[src/rtl/io_port_bank.sv]
// -----------------------------------------------------------------------------
// io_port_bank
// Bank of NPORTS bidirectional pad ports on the J1 IO bus. Each port has its
// own output, direction, synchronised input, interrupt mask, pending and edge
// select registers, plus a write-only atomic toggle.
//
// Register map per port (io_addr = {port, reg}):
//   0 OUT    rw   pad output values
//   1 DIR    rw   1 = output (pad_oeb is the inverse)
//   2 IN     ro   pad inputs after the 2-FF synchroniser
//   3 MASK   rw   interrupt enable per bit
//   4 PEND   r/w1c edge-detect pending bits
//   5 EDGE   rw   0 = rising, 1 = falling per bit
//   6 TOGGLE wo   OUT <= OUT ^ io_din, reads 0
//   7 --     reserved, reads 0, writes ignored
// Port indices >= NPORTS ignore writes and read as 0 (io_rdvalid still pulses).
//
// Ports:
//   boardClk   system clock, rising edge
//   reset_n    synchronous active-low reset
//   io_wr      write strobe (one cycle per access)
//   io_rd      read strobe (one cycle per access)
//   io_addr    {port index, register index}
//   io_din     write data
//   io_dout    registered read data, held until the next read
//   io_rdvalid one-cycle pulse the cycle after io_rd
//   pad_in     raw asynchronous pad inputs, port p on bits [p*WIDTH +: WIDTH]
//   pad_out    pad output values
//   pad_oeb    pad output enables, active low
//   irq        OR of all per-port interrupts
//   irq_port   per-port |(PEND & MASK)
//
// NPORTS must be at least 2 so the port-index field of io_addr is non-empty.
// -----------------------------------------------------------------------------
module io_port_bank #(
    parameter  int unsigned NPORTS = 2,
    parameter  int unsigned WIDTH  = 8,
    localparam int unsigned AW     = $clog2(NPORTS) + 3
) (
    input  logic                      boardClk,
    input  logic                      reset_n,
    input  logic                      io_wr,
    input  logic                      io_rd,
    input  logic [AW-1:0]             io_addr,
    input  logic [WIDTH-1:0]          io_din,
    output logic [WIDTH-1:0]          io_dout,
    output logic                      io_rdvalid,
    input  logic [NPORTS*WIDTH-1:0]   pad_in,
    output logic [NPORTS*WIDTH-1:0]   pad_out,
    output logic [NPORTS*WIDTH-1:0]   pad_oeb,
    output logic                      irq,
    output logic [NPORTS-1:0]         irq_port
);

    localparam int unsigned PW = AW - 3;

    localparam logic [2:0] REG_OUT    = 3'd0;
    localparam logic [2:0] REG_DIR    = 3'd1;
    localparam logic [2:0] REG_IN     = 3'd2;
    localparam logic [2:0] REG_MASK   = 3'd3;
    localparam logic [2:0] REG_PEND   = 3'd4;
    localparam logic [2:0] REG_EDGE   = 3'd5;
    localparam logic [2:0] REG_TOGGLE = 3'd6;

    // Per-port register state. Direction is stored inverted so pad_oeb is a
    // flop output and resets to all-ones (all pads inputs).
    logic [NPORTS-1:0][WIDTH-1:0] r_out;
    logic [NPORTS-1:0][WIDTH-1:0] r_oeb;
    logic [NPORTS-1:0][WIDTH-1:0] r_mask;
    logic [NPORTS-1:0][WIDTH-1:0] r_pend;
    logic [NPORTS-1:0][WIDTH-1:0] r_edge;

    // Input synchroniser (s1, s2) plus one history stage (s3) for edge detect.
    logic [NPORTS-1:0][WIDTH-1:0] r_s1;
    logic [NPORTS-1:0][WIDTH-1:0] r_s2;
    logic [NPORTS-1:0][WIDTH-1:0] r_s3;

    logic [WIDTH-1:0]             r_dout;
    logic                         r_rdvalid;
    logic [NPORTS-1:0]            r_irq_port;
    logic                         r_irq;

    logic [PW-1:0]                w_port;
    logic [2:0]                   w_reg;
    logic                         w_port_ok;

    logic [NPORTS-1:0][WIDTH-1:0] w_hit;
    logic [NPORTS-1:0][WIDTH-1:0] w_clr;
    logic [NPORTS-1:0][WIDTH-1:0] w_out_nxt;
    logic [NPORTS-1:0][WIDTH-1:0] w_oeb_nxt;
    logic [NPORTS-1:0][WIDTH-1:0] w_mask_nxt;
    logic [NPORTS-1:0][WIDTH-1:0] w_pend_nxt;
    logic [NPORTS-1:0][WIDTH-1:0] w_edge_nxt;
    logic [WIDTH-1:0]             w_rdata;
    logic [NPORTS-1:0]            w_irq_port_nxt;

    // Address decode.
    assign w_port    = io_addr[AW-1:3];
    assign w_reg     = io_addr[2:0];
    assign w_port_ok = (32'(w_port) < NPORTS);

    // Edge detect on the synchronised value against its previous sample.
    // EDGE only selects which polarity counts, so changing it never creates a hit.
    assign w_hit = (r_edge & r_s3 & ~r_s2) | (~r_edge & r_s2 & ~r_s3);

    // Register write decode and next-state computation.
    always_comb begin
        w_out_nxt  = r_out;
        w_oeb_nxt  = r_oeb;
        w_mask_nxt = r_mask;
        w_edge_nxt = r_edge;
        w_clr      = '0;
        for (int p = 0; p < NPORTS; p++) begin
            if (io_wr && w_port_ok && (w_port == PW'(p))) begin
                case (w_reg)
                    REG_OUT:    w_out_nxt[p]  = io_din;
                    REG_DIR:    w_oeb_nxt[p]  = ~io_din;
                    REG_MASK:   w_mask_nxt[p] = io_din;
                    REG_PEND:   w_clr[p]      = io_din;
                    REG_EDGE:   w_edge_nxt[p] = io_din;
                    REG_TOGGLE: w_out_nxt[p]  = r_out[p] ^ io_din;
                    default:    ;
                endcase
            end
        end
        // A new hit overrides a clear of the same bit in the same cycle.
        w_pend_nxt = (r_pend & ~w_clr) | w_hit;
    end

    // Read mux from current (pre-write) register values.
    always_comb begin
        w_rdata = '0;
        for (int p = 0; p < NPORTS; p++) begin
            if (w_port_ok && (w_port == PW'(p))) begin
                case (w_reg)
                    REG_OUT:  w_rdata = r_out[p];
                    REG_DIR:  w_rdata = ~r_oeb[p];
                    REG_IN:   w_rdata = r_s2[p];
                    REG_MASK: w_rdata = r_mask[p];
                    REG_PEND: w_rdata = r_pend[p];
                    REG_EDGE: w_rdata = r_edge[p];
                    default:  w_rdata = '0;
                endcase
            end
        end
    end

    // Per-port interrupt request from the current pending and mask state.
    always_comb begin
        w_irq_port_nxt = '0;
        for (int p = 0; p < NPORTS; p++) begin
            w_irq_port_nxt[p] = |(r_pend[p] & r_mask[p]);
        end
    end

    // Port configuration and pending state.
    always_ff @(posedge boardClk) begin
        if (!reset_n) begin
            r_out  <= '0;
            r_oeb  <= '1;
            r_mask <= '0;
            r_pend <= '0;
            r_edge <= '0;
        end else begin
            r_out  <= w_out_nxt;
            r_oeb  <= w_oeb_nxt;
            r_mask <= w_mask_nxt;
            r_pend <= w_pend_nxt;
            r_edge <= w_edge_nxt;
        end
    end

    // Input synchroniser and edge history.
    always_ff @(posedge boardClk) begin
        if (!reset_n) begin
            r_s1 <= '0;
            r_s2 <= '0;
            r_s3 <= '0;
        end else begin
            r_s1 <= pad_in;
            r_s2 <= r_s1;
            r_s3 <= r_s2;
        end
    end

    // Bus read response; a reset in the read cycle suppresses the response.
    always_ff @(posedge boardClk) begin
        if (!reset_n) begin
            r_dout    <= '0;
            r_rdvalid <= 1'b0;
        end else begin
            r_rdvalid <= io_rd;
            if (io_rd) begin
                r_dout <= w_rdata;
            end
        end
    end

    // Interrupt outputs, level style.
    always_ff @(posedge boardClk) begin
        if (!reset_n) begin
            r_irq_port <= '0;
            r_irq      <= 1'b0;
        end else begin
            r_irq_port <= w_irq_port_nxt;
            r_irq      <= |w_irq_port_nxt;
        end
    end

    assign io_dout    = r_dout;
    assign io_rdvalid = r_rdvalid;
    assign pad_out    = r_out;
    assign pad_oeb    = r_oeb;
    assign irq_port   = r_irq_port;
    assign irq        = r_irq;

endmodule

[config.mk]
export PLATFORM = sky130hd
export DESIGN_NAME = io_port_bank
export DESIGN_NICKNAME = d
export VERILOG_FILES = /design/src/rtl/io_port_bank.sv
export SDC_FILE = /design/constraint.sdc
export NUM_CORES = 1
export LEC_CHECK = 0
export BUFFER_PORTS_ARGS = -buffer_cell sky130_fd_sc_hd__buf_4
export CORE_ASPECT_RATIO = 0.6
export CORE_MARGIN = 4
export CORE_UTILIZATION = 45
export DETAILED_ROUTE_END_ITERATION = 6
export MAX_ROUTING_LAYER = met4
export PLACE_DENSITY = 0.67
export SYNTH_ARGS = -nofsm -noshare
export SYNTH_HDL_FRONTEND = slang
export SYNTH_SLANG_ARGS = --single-unit
[constraint.sdc]
create_clock -name boardClk -period 2.9 [get_ports boardClk]
set_input_delay 0.58 -clock boardClk [delete_from_list [all_inputs] [get_ports boardClk]]
set_output_delay 0.58 -clock boardClk [all_outputs]
set_load 0.05 [all_outputs]
==> results.md <==
- Status: completed
- Routed WL: 17.4 mm
- Final instance area: 7200 µm²
- CTS resizes: 0
- Post-Syn Area: 5970 µm²
- Synth async-reset ratio: 0
- Unique cell type count in the Yosys netlist: 51
- Drt first pass iters: 7
- Crit start category: input pin
- H-tree levels: 4
- Worst hold path class: in2reg
- Vias in the first global route: 4,829
- Worst-Margin Slew: 806 ps
- Clock power frac: 0.480
- Die ar.: 15,200 µm²
- First-pass GRT wire length: 27.2 mm
- Synthesis Warnings: 0
- Post-DP HPWL: 11.9 mm
- Unrepaired setup endpoints after global routing: no
- Vias: 5,044
- Max Slew Vio Count: 0
- Pwr dens: 648 nW/µm²
- Worst EP required: 3180 ps
- Commonest non-fill, non-tap cell in the layout: dfxtp_1
- First DRT Iteration DRCs: 642
- Max-Cap Viols: 0
- # clock sinks: 140
- Worst slew margin: 0.460
- Part of the power in combinational logic: 0.085
- CP arrival: 2400 ps
- Global Route Usage Sum: 0.235
- Chip width: 157 µm
- Area grow syn2layout: 20.6%
- Min-delay src: pad_in[6]
- Remaining Overflow, GRT: 0
- Clk_lat worst skew: 410 ps
- CORE AREA: 12,900 µm²
- Net Switching: 1.12 mW
- Gpl congestion: 0.971
- Pin count of the biggest net entering global routing: 46
- F_max: 472 MHz
- Final core utilization: 0.557
- CTS root buffer: clkbuf_16
- Placed cell area: 6590 µm²
- FF-to-FF Start: pad_oeb[5]
- CTS Buffer Depth: 2
- Non-Filler Instances: 891
- Initial antenna violation count: 1
- Initial core utilization: 0.462
- Clock transition at the registers of the reported paths: 60 ps
- Worst R2R Path Depth: 5
- Tot Pwr: 4.67 mW
- Input/output buffers: 75
- Share of total power in sequential cells: 0.436
- Avg Inst Size Synth: 9.16 µm²
- Pint: 3.55 mW
- Register area share after synthesis: 0.469
- IO Count: 76
- TritonCTS Buffers: 17
- VDD IR max: 0.000377 V
- Layout cells sized above 1: 0.181
- Detail Route Antenna Nets: 0
- Nets@finish: 739
- Final setup violation count: 0
- Sw Ratio: 0.240
- Leakage power total: 2.89 nW
- Die Y: 97.2 µm
- Final min period: 2120 ps
- Hold_buf cts: 0
- Std-Cell Rows: 32
- Post-synth EDFFs: 0
- Critical path launch point: io_addr[3]
- DRC violations left: 0
- Final hold vios: 0
- Setup bufs post-CTS: 0
- Setup crit end kind: register
- Setup CP Type: in2reg
- WL/cell: 19.5 µm
- Final setup skew: 7.76 ps
- Dpl cells: 858
- Yosys reg bits: 140
- Syn Inst Count: 652
- Final Cycle Share: 0.731
- TritonCTS clock tree: yes
- Most frequent cells in the layout: dfxtp_1 (140), nand2_1 (88), buf_4 (79), nor2_1 (73), and2_1 (49)
- Cells on Worst Hold Path: 2
- Routed vias/inst: 5.66
- Syn nets: 684
- Setup TNS: 0 ps
- Crit path max fanout: 30
- Post-synth top flop: dfxtp_1
stage by stage:
stage,setup slack [ps],hold WS (ps)
after floorplan,989,412
after global placement,646,417
after detailed placement,504,417
after CTS,929,365
after global routing,731,365
final,780,373
synthesized netlist by cell type (all sizes together) (4+ instances only):
library cell,number,area share
dfxtp,140,0.47
nand2,89,0.056
nor2,77,0.053
and2,49,0.051
mux2i,44,0.074
clkbuf,31,0.019
a21oi,23,0.019
nor2b,21,0.022
o211ai,20,0.025
o21ai,18,0.015
a221oi,17,0.025
xnor2,16,0.023
inv,15,0.0094
nor3b,15,0.019
buf,12,0.013
a22oi,10,0.013
nand2b,10,0.013
mux2,5,0.0094
mux4,5,0.019
a211oi,4,0.0050
nor3,4,0.0080
logic make-up after synthesis:
family	synth area share
AND/OR/NAND/NOR	0.236
AO/OA/AOI/OAI	0.128
XOR/XNOR	0.0235
buffers and inverters	0.0415
flip-flops	0.469
multiplexers	0.102
critical path: stages:
cell      delay, ps
buf_4           310
nand2_1         200
nor3_2          650
nand2_1         150
a221oi_1        430
nor2_1           80
final timing paths:
check                                  end  slack (ps)
worst max-delay path            r_pend[10]         780
worst min register to register     r_s2[7]         430
worst min-delay path               r_s1[6]         370
worst max register to register  io_dout[5]        1310
flip-flops by register name (all words and copies together), names as in the netlist:
signal      flops
r_edge         16
r_s3           16
r_mask         16
pad_out        16
r_s1           16
irq             1
r_pend         16
io_rdvalid      1
pad_oeb        16
io_dout         8
irq_port        2
r_s2           16
per-layer routing:
metal,wire length [µm],GRT usage,up-vias
met2,7440,0.336,259
li1,-,-,2358
met3,1920,0.0672,44
met4,374,0.0473,0
met1,7630,0.332,2383
met5,0,-,-
power by group through the flow:
stage	Clock [mW]	Combinational, mW	Sequential [mW]
after floorplan	0	0.215	2.11
after global placement	0	0.382	2.07
after detailed placement	0	0.391	2.07
after CTS	2.27	0.393	2.03
after global routing	2.35	0.427	2.04
final	2.24	0.396	2.03
area by class of cell:
class,count,area [µm²]
fill,1182,5730
multi-input combinational,454,2920
sequential,140,2800
timing repair buffer,79,593
clock buffer,22,474
tap,170,213
clock inverter,9,136
inverter,15,56.3
antenna,2,5.00
Note: power is estimated with default switching activity, not from simulation.
